### src/rtl/pipelined_kogge_stone_adder_if.sv
// Valid/ready operand and result bus for the pipelined Kogge-Stone adder.
// The adder takes the slave side; producers and consumers take the master side.
interface pipelined_kogge_stone_adder_if #(
  parameter int unsigned N = 32
);
  logic         in_valid;
  logic         in_ready;
  logic [N-1:0] a;
  logic [N-1:0] b;
  logic         cin;
  logic         sub;
  logic         out_valid;
  logic         out_ready;
  logic [N-1:0] sum;
  logic         cout;
  logic         ovf;

  modport master (
    output in_valid, a, b, cin, sub, out_ready,
    input  in_ready, out_valid, sum, cout, ovf
  );

  modport slave (
    input  in_valid, a, b, cin, sub, out_ready,
    output in_ready, out_valid, sum, cout, ovf
  );
endinterface

### src/rtl/pipelined_kogge_stone_adder.sv
// Pipelined N-bit Kogge-Stone adder/subtractor with valid/ready flow control.
// Carry-in is pre-merged into bit 0 so K prefix levels resolve every carry.
module pipelined_kogge_stone_adder #(
  parameter int unsigned N         = 32,
  parameter int unsigned REG_EVERY = 1
) (
  input logic                          clk,
  input logic                          reset,
  pipelined_kogge_stone_adder_if.slave bus
);
  localparam int unsigned K  = $clog2(N);
  localparam int unsigned IW = $clog2(N);
  localparam int unsigned RE = (REG_EVERY == 0) ? 1 : REG_EVERY;
  localparam int unsigned NS = (K - 1) / RE;

  if ((N < 4) || (N > 64) || ((N & (N - 1)) != 0)) begin : g_bad_n
    $error("pipelined_kogge_stone_adder: N must be a power of 2 in 4..64");
  end
  if ((REG_EVERY < 1) || (REG_EVERY > K)) begin : g_bad_reg_every
    $error("pipelined_kogge_stone_adder: REG_EVERY must be in 1..log2(N)");
  end

  typedef struct packed {
    logic         v;
    logic [N-1:0] g;
    logic [N-1:0] p;
    logic [N-1:0] p0;
    logic         c0;
    logic         sa;
  } stage_t;

  // Group generate after one prefix level of span 2^(lvl-1).
  function automatic logic [N-1:0] ks_g(logic [N-1:0] g, logic [N-1:0] p, int unsigned lvl);
    logic [N-1:0] o;
    int unsigned  d;
    d = 32'd1 << (lvl - 32'd1);
    o = g;
    for (int unsigned e = d; e < N; e++) begin
      o[IW'(e)] = g[IW'(e)] | (p[IW'(e)] & g[IW'(e - d)]);
    end
    return o;
  endfunction

  function automatic logic [N-1:0] ks_p(logic [N-1:0] p, int unsigned lvl);
    logic [N-1:0] o;
    int unsigned  d;
    d = 32'd1 << (lvl - 32'd1);
    o = p;
    for (int unsigned e = d; e < N; e++) begin
      o[IW'(e)] = p[IW'(e)] & p[IW'(e - d)];
    end
    return o;
  endfunction

  logic         w_adv;
  logic [N-1:0] w_beff;
  stage_t       w_in;
  logic [N-1:0] w_sum;
  logic         w_cout;
  logic         w_ovf;

  logic         r_out_valid;
  logic [N-1:0] r_sum;
  logic         r_cout;
  logic         r_ovf;

  assign w_adv        = bus.out_ready | ~r_out_valid;
  assign bus.in_ready = w_adv;

  // Bitwise P/G with the carry-in folded into bit 0 as a gray cell.
  always_comb begin
    w_beff    = bus.sub ? ~bus.b : bus.b;
    w_in.v    = bus.in_valid;
    w_in.c0   = bus.sub | bus.cin;
    w_in.sa   = bus.a[N-1];
    w_in.p0   = bus.a ^ w_beff;
    w_in.g    = bus.a & w_beff;
    w_in.g[0] = w_in.g[0] | (w_in.p0[0] & w_in.c0);
    w_in.p    = w_in.p0;
    w_in.p[0] = 1'b0;
  end

  for (genvar s = 0; s <= NS; s++) begin : g_stg
    localparam int unsigned LO = s * RE + 1;
    localparam int unsigned HI = (s == NS) ? K : (s + 1) * RE;

    stage_t       w_src;
    stage_t       r_stg;
    logic [N-1:0] w_g;
    logic [N-1:0] w_p;

    if (s == 0) begin : g_head
      assign w_src = w_in;
    end else begin : g_link
      assign w_src = g_stg[s-1].g_fwd.w_nxt;
    end

    always_ff @(posedge clk or posedge reset) begin
      if (reset) begin
        r_stg <= '0;
      end else if (w_adv) begin
        r_stg <= w_src;
      end
    end

    always_comb begin
      w_g = r_stg.g;
      w_p = r_stg.p;
      for (int unsigned j = LO; j <= HI; j++) begin
        w_g = ks_g(w_g, w_p, j);
        w_p = ks_p(w_p, j);
      end
    end

    if (s < NS) begin : g_fwd
      stage_t w_nxt;
      always_comb begin
        w_nxt    = r_stg;
        w_nxt.g  = w_g;
        w_nxt.p  = w_p;
      end
    end
  end

  // Resolved carries: w_g[i] is the carry out of bit i.
  always_comb begin
    w_sum  = g_stg[NS].r_stg.p0 ^ {g_stg[NS].w_g[N-2:0], g_stg[NS].r_stg.c0};
    w_cout = g_stg[NS].w_g[N-1];
    w_ovf  = ~g_stg[NS].r_stg.p0[N-1] & (w_sum[N-1] ^ g_stg[NS].r_stg.sa);
  end

  always_ff @(posedge clk or posedge reset) begin
    if (reset) begin
      r_out_valid <= 1'b0;
      r_sum       <= '0;
      r_cout      <= 1'b0;
      r_ovf       <= 1'b0;
    end else if (w_adv) begin
      r_out_valid <= g_stg[NS].r_stg.v;
      r_sum       <= w_sum;
      r_cout      <= w_cout;
      r_ovf       <= w_ovf;
    end
  end

  assign bus.out_valid = r_out_valid;
  assign bus.sum       = r_sum;
  assign bus.cout      = r_cout;
  assign bus.ovf       = r_ovf;
endmodule

### src/flat_wrapper.sv
// flat-port wrapper written by rule: the top's interface ports become plain ports
module pipelined_kogge_stone_adder_flat 
#(
  parameter int unsigned N         = 32,
  parameter int unsigned REG_EVERY = 1
)
  (clk, reset, bus_in_valid, bus_a, bus_b, bus_cin, bus_sub, bus_out_ready, bus_in_ready, bus_out_valid, bus_sum, bus_cout, bus_ovf);
  pipelined_kogge_stone_adder_if #(.N(N)) bus_i ();
  input logic clk;
  input logic reset;
  input wire logic [$bits(bus_i.in_valid)-1:0] bus_in_valid;
  input wire logic [$bits(bus_i.a)-1:0] bus_a;
  input wire logic [$bits(bus_i.b)-1:0] bus_b;
  input wire logic [$bits(bus_i.cin)-1:0] bus_cin;
  input wire logic [$bits(bus_i.sub)-1:0] bus_sub;
  input wire logic [$bits(bus_i.out_ready)-1:0] bus_out_ready;
  output wire logic [$bits(bus_i.in_ready)-1:0] bus_in_ready;
  output wire logic [$bits(bus_i.out_valid)-1:0] bus_out_valid;
  output wire logic [$bits(bus_i.sum)-1:0] bus_sum;
  output wire logic [$bits(bus_i.cout)-1:0] bus_cout;
  output wire logic [$bits(bus_i.ovf)-1:0] bus_ovf;
  assign bus_i.in_valid = bus_in_valid;
  assign bus_i.a = bus_a;
  assign bus_i.b = bus_b;
  assign bus_i.cin = bus_cin;
  assign bus_i.sub = bus_sub;
  assign bus_i.out_ready = bus_out_ready;
  assign bus_in_ready = bus_i.in_ready;
  assign bus_out_valid = bus_i.out_valid;
  assign bus_sum = bus_i.sum;
  assign bus_cout = bus_i.cout;
  assign bus_ovf = bus_i.ovf;
  pipelined_kogge_stone_adder #(.N(N), .REG_EVERY(REG_EVERY)) u_core (.clk(clk), .reset(reset), .bus(bus_i));
endmodule
### config.mk
export PLATFORM = sky130hd
export DESIGN_NAME = pipelined_kogge_stone_adder_flat
export DESIGN_NICKNAME = d
export VERILOG_FILES = /design/src/rtl/pipelined_kogge_stone_adder_if.sv /design/src/rtl/pipelined_kogge_stone_adder.sv /design/src/flat_wrapper.sv
export SDC_FILE = /design/constraint.sdc
export NUM_CORES = 1
export LEC_CHECK = 0
export BUFFER_PORTS_ARGS = -buffer_cell sky130_fd_sc_hd__buf_2
export CORE_MARGIN = 10
export CORE_UTILIZATION = 45
export CTS_CLUSTER_DIAMETER = 100
export DETAILED_ROUTE_END_ITERATION = 10
export REMOVE_ABC_BUFFERS = 1
export SYNTH_ARGS = -nofsm -noshare
export SYNTH_HDL_FRONTEND = slang
export SYNTH_SLANG_ARGS = --single-unit
### constraint.sdc
create_clock -name clk -period 18.13 [get_ports clk]
set_input_delay 0.9065 -clock clk [delete_from_list [all_inputs] [get_ports clk]]
set_output_delay 0.9065 -clock clk [all_outputs]
set_load 0.05 [all_outputs]
==> out/qor.yml, run 1 <==
outcome: "finished, final reports clean"
fin_setup_tns_ns: 0
ctsHoldBuffers: 0
hp-start: "u_core.g_stg[3].g_fwd.w_nxt[8]"
finalHoldViolCount: 0
antenna_found_initial: 0
dr.pass1.iters: 5
hpwl_mm: 25.72
drt_iter0_drc: 1113
ctsHtreeMaxLevel: 2
r2r-start: "u_core.bus.out_valid"
skew_ns: 0.02165
yosysTopAreaCellShare_pct: 61.51
crit_arrival_ns: 2.85
worstSetupPathType: "input pin to output port"
route.final.wire_length_mm: 40.33
io_pins: 106
dieArea_um2: 50930
startpoint: "bus_out_ready"
place_ws_ns: 14.32
final_cell_mix: "nand2_1, dfrtp_1, o21ai_0, a21oi_1, buf_2"
max_freq_ghz: 0.2665
postPlaceCellArea_um2: 19690
drc_errors: 0
worst_pin_slew_ns: 1.146
die_y_um: 225.7
rsz0062_at_grt: "false"
period_share_pct: 20.69
grt_pass1_vias: 13040
min_path_type: "register to register"
multi_input_area_um2: 6656
synth-seq-cells: 468
fillCellCount: 3964
antennaDiodeCount: 0
clk_path_buf_depth: 3
cts-root-buf: "clkbuf_16"
numCtsBuffers: 46
leakage_nw: 10.79
synth_top_area_cell: "dfrtp_1"
final_common_cell: "nand2_1"
yosysSeqAreaShare_pct: 61.51
stdcell_count: 2682
core_um2: 41850
area_growth_pct: 10.61
dp.cells: 2607
grt.overflow.total: 0
critPathCaptureType: "output port"
initial_utilization_pct: 45.49
fp-row-count: 75
grt_max_degree: 272
period_needed_ns: 3.752
cts_resized: 0
synthesis.area_um2: 19040
timing.final.ws_setup_ns: 14.38
antenna_left: 0
num_vias: 13240
clkTransAtPathRegs_ns: 0.05
irDropWorstVdd_mv: 0.06793
viasPerCell: 4.937
insertion_delay_ns: 0.57
worstPathMaxFanout: 160
fin_nets: 2218
yosysWarnings: 0
portBuffers: 105
drv_slew: 0
gp_congestion: 0.7891
syn_area_per_cell_um2: 9.242
p_per_area_nw_per_um2: 168.6
postLayoutCellArea_um2: 21060
seqCellArea_um2: 11710
clkSinkCount: 468
synth_cells: 2060
worstSetupStartpointType: "input pin"
yosys-top-cells-area: "dfrtp_1, nand2_1, o21ai_0, a21oi_1, nand3_1"
maxSlewHeadroom_pct: 23.63
yosys.cell_types.count: 20
cap_viol_max_count: 0
crit_required_ns: 17.22
routedWlPerCell_um: 15.04
grt_pass1_wl_mm: 67.45
grt.total_usage_pct: 16.08
cts_setup_buffers: 0
drive_gt1_share_pct: 8.353
cts_tree: "done"
chipWidth_um: 225.7
setup_viol: 0
[report_power, final]
part,total (mW),switching [mW],leakage [nW],internal [mW]
Sequential,1.78,0.329,5.95,1.45
Combinational,0.892,0.606,4.17,0.286
Clock,0.884,0.382,0.674,0.502
Total,3.55,1.32,10.8,2.23
[area by class of cell]
class,instances,area share [%]
Multi-Input combinational cell,1482,31.61
Clock inverter,7,0.1842
Tap cell,539,3.203
Sequential cell,468,55.61
Clock buffer,68,6.292
Timing Repair Buffer,115,2.971
Inverter,3,0.1248
[through the flow]
stage	hold WS, ns	power, mW	utilization [%]
2_1_floorplan	0.4300	2.409	-
3_3_place_gp	0.4484	2.674	47.06
3_5_place_dp	0.4522	2.707	47.06
4_1_cts	0.4685	3.603	50.31
5_1_grt	0.4817	3.821	50.31
6_report	0.4617	3.551	50.31
[flip-flops by register name, indices dropped and copies added, names as in the netlist]
name,flops
u_core.bus.cout,1
u_core.bus.out_valid,1
u_core.bus.ovf,1
u_core.bus.sum,32
u_core.g_stg.g_fwd.w_nxt,155
u_core.g_stg.r_stg,278
[logic make-up (layout without fill, tap and decap cells)]
kind of cell / after synthesis / count (layout) / share of synthesized area [%]
adders and majority gates: 32 / 32 / 2.103
and+or+nand+nor: 1107 / 1107 / 22.54
xor gates and xnor gates: 65 / 65 / 2.990
AOI/OAI and AO/OA: 278 / 278 / 7.328
DFF: 468 / 468 / 61.51
buffers and inverters: 110 / 193 / 3.523
[metal layers]
layer	vias to the layer above	track usage [%]	part of all wire (%)
li1	6693	-	-
met3	51	2.919	4.3
met5	-	0	0
met4	0	5.076	2.1
met1	6311	23.32	49
met2	187	23.99	44
[final timing paths]
| path | end | slack [ns] | depth (start not counted) |
|---|---|---|---|
| setup / recovery | bus_in_ready | 14.38 | 4 |
| hold / removal | u_core.g_stg[3].g_fwd.w_nxt[8] | 0.46 | 2 |
| setup reg to reg | u_core.g_stg[1].g_fwd.w_nxt[26] | 15.13 | 5 |
| hold reg to reg | u_core.g_stg[3].g_fwd.w_nxt[8] | 0.46 | 2 |
| max in group asynchronous | u_core.g_stg[2].r_stg[78] | 16.00 | 3 |
| min in group asynchronous | u_core.g_stg[0].r_stg[69] | 0.57 | 2 |
[synthesized netlist by cell type]
library cell and count:
a21oi_1 130, a31oi_1 1, buf_2 51, buf_4 23, buf_6 14, clkbuf_1 19
dfrtp_1 468, ha_1 32, inv_1 2, inv_4 1, nand2_1 1002, nand2b_1 1
nand3_1 98, nor2_1 4, nor2b_4 1, nor3_1 1, o21ai_0 146, o31ai_1 1
xnor2_1 17, xor2_1 48
[critical path: stages]
cell	delay (ns)
buf_2	0.11
nor2b_4	0.84
inv_8	0.51
buf_2	0.41
(Power assumes the default switching activity.)
==> run 2: changes to the inputs <==
Clock period 18.13 ns to 3.8 ns, I/O delays scaled along.
==> run 2 against run 1 <==
Count of clock-buffer cells in the layout increased by 1. Core utilization is 1.6 points higher. Register-to-register slack worse by 13 ns. Final cell count is 1.9% higher. Sequential power rose to 4.8 times the previous value. Clock power rose to 5.4 times the previous value. Critical path type is now register to output port. Power grew to 4.9 times the previous value. Worst hold slack got worse by 0.40 ns.
==> out/qor.yml, run 2 (synthesis gave the netlist of run 1 again) <==
outcome: "finished, final reports clean"
setup_viol: 0  # unchanged
hold_slack_ns: 0.06495  # -0.3968 ns
io_pins: 106  # unchanged
gr-usage-met3_pct: 2.672  # -0.25 points
regMostFlops: "u_core.g_stg.r_stg"
chipWidth_um: 225.7  # unchanged
die_y_um: 225.7  # unchanged
crit_required_ns: 3.61  # -13.61 ns
clkSinkCount: 468  # unchanged
drc_errors: 0  # unchanged
hpwl_mm: 26.50  # +3.0%
clkTransAtPathRegs_ns: 0.06  # about the same
grt.overflow.total: 0  # unchanged
antenna_left: 0  # unchanged
clk_path_buf_depth: 3  # unchanged
irDropWorstVdd_mv: 0.4866  # +620%
finalHoldViolCount: 0  # unchanged
worstSetupStartpointType: "register"
route.final.wire_length_mm: 41.15  # +2.0%
seqCellArea_um2: 11710  # unchanged
grt.total_usage_pct: 16.35  # +0.27 points
cts_tree: "done"
dp.cells: 2610  # +0.12%
fillCellCount: 3905  # -1.5%
cts_setup_buffers: 0  # unchanged
routedWlPerCell_um: 15.06  # +0.12%
viasPerCell: 4.937  # about the same
fin_nets: 2258  # +1.8%
place_ws_ns: 1.852  # -12.47 ns
final_common_cell: "nand2_1"
period_needed_ns: 2.057
dieArea_um2: 50930  # unchanged
r2r-start: "u_core.bus.out_valid"
worstSetupPathType: "register to output port"
maxSlewHeadroom_pct: 27.53  # +3.9 points
startpoint: "u_core.bus.out_valid"
antenna_found_initial: 0  # unchanged
crit_arrival_ns: 1.87  # -0.98 ns
min_path_type: "input pin to register"
numCtsBuffers: 48  # +4.3%
portBuffers: 105  # unchanged
grt_pass1_wl_mm: 68.77  # +2.0%
area_growth_pct: 14.18
gr-usage-met2_pct: 24.68  # +0.69 points
worstPathMaxFanout: 89  # -44%
drt_iter0_drc: 1128  # +1.3%
final_cell_mix: "nand2_1, dfrtp_1, o21ai_0, a21oi_1, buf_2"
crit_end: "bus_in_ready"
grt_pass1_vias: 13160  # +0.88%
cts-root-buf: "clkbuf_16"
drv_slew: 0  # unchanged
multi_input_area_um2: 6656  # unchanged
num_vias: 13490  # +1.9%
grt_max_degree: 257  # -5.5%
timing.final.ws_setup_ns: 1.743  # -12.64 ns
antennaDiodeCount: 0  # unchanged
largest_reg_flops: 278  # unchanged
reg2reg_depth: 3  # -2
fp-row-count: 75  # unchanged
p_per_area_nw_per_um2: 807.3  # +380%
grt_util_met1_pct: 23.90  # +0.58 points
core_um2: 41850  # unchanged
gp_congestion: 0.8057  # +2.1%
stdcell_count: 2733  # +1.9%
cap_viol_max_count: 0  # unchanged
period_share_pct: 54.12
rsz0062_at_grt: "false"
rrSetupSlack_ns: 1.86  # -13.27 ns
finalPower_mw: 17.55  # +390%
ctsHtreeMaxLevel: 2  # unchanged
insertion_delay_ns: 0.56  # about the same
initial_utilization_pct: 45.49  # unchanged
cts_resized: 0  # unchanged
worst_pin_slew_ns: 1.087  # -0.05853 ns
r2r-end: "u_core.bus.sum[10]"
critPathCaptureType: "output port"
fin_setup_tns_ns: 0  # unchanged
skew_ns: 0.01013  # -0.01152 ns
busiest_layer: "met2"
drive_gt1_share_pct: 9.070  # +0.72 points
dr.pass1.iters: 5  # unchanged
leakage_nw: 11.10  # +2.9%
max_freq_ghz: 0.4862
## run 2: cell count changes in the layout (fill, tap and decap cells not counted), sizes merged
cell,before,now
clkbuf,68,69
clkinv,6,15
dlygate4sd3,0,35
buf,115,118
bufinv,0,4
inv,4,3
## run 2: worst min path at each step
stage	startpoint	to	slack, ns	cells past startpoint
after floorplan	bus_a[31]	u_core.g_stg[0].g_fwd.w_nxt[0]	0.30	2
after global placement	reset	u_core.g_stg[0].g_fwd.w_nxt[6]	0.37	2
after detailed placement	reset	u_core.g_stg[0].g_fwd.w_nxt[6]	0.38	2
after CTS	bus_b[23]	u_core.g_stg[0].r_stg[89]	0.04	5
after global routing	bus_b[2]	u_core.g_stg[0].r_stg[68]	0.08	5
final	bus_b[23]	u_core.g_stg[0].r_stg[89]	0.06	5
## run 2: timing repair
action / CTS / global route
setup endpoints to repair: 0 / 0
hold buffers: 35 / 0
endpoints found under the hold margin: 156 / 0
## run 2: final cells by class
class	instances	share of cell area [%]
multi-input combinational	1482	30.62
tap	539	3.102
sequential	468	53.87
inverter	3	0.1209
clock inverter	19	0.8979
clock buffer	69	6.446
timing repair buffer	153	4.938
## run 2: per-layer routing
| metal | part of all wire [%] | wire length (um) |
|---|---|---|
| met5 | 0 | 0 |
| met2 | 45 | 18650 |
| met1 | 49 | 20190 |
| met3 | 3.9 | 1600 |
| met4 | 1.7 | 708 |
## run 2: through the flow
| step | utilization (%) | cell area [um2] |
|---|---|---|
| floorplan | - | 18380 |
| global placement | 47.29 | 19790 |
| detailed placement | 47.29 | 19790 |
| CTS | 51.94 | 21740 |
| global route | 51.94 | 21740 |
| finish | 51.94 | 21740 |
## run 2: power breakdown
part	switching [mW]	internal (mW)
clock	1.93	2.83
combinational	2.90	1.43
sequential	1.57	6.90
## run 2: worst max-delay path: stages, from the launching register on
cell	delay (ns)
dfrtp_1	0.37
nor2b_4	0.17
inv_8	0.38
buf_2	0.37
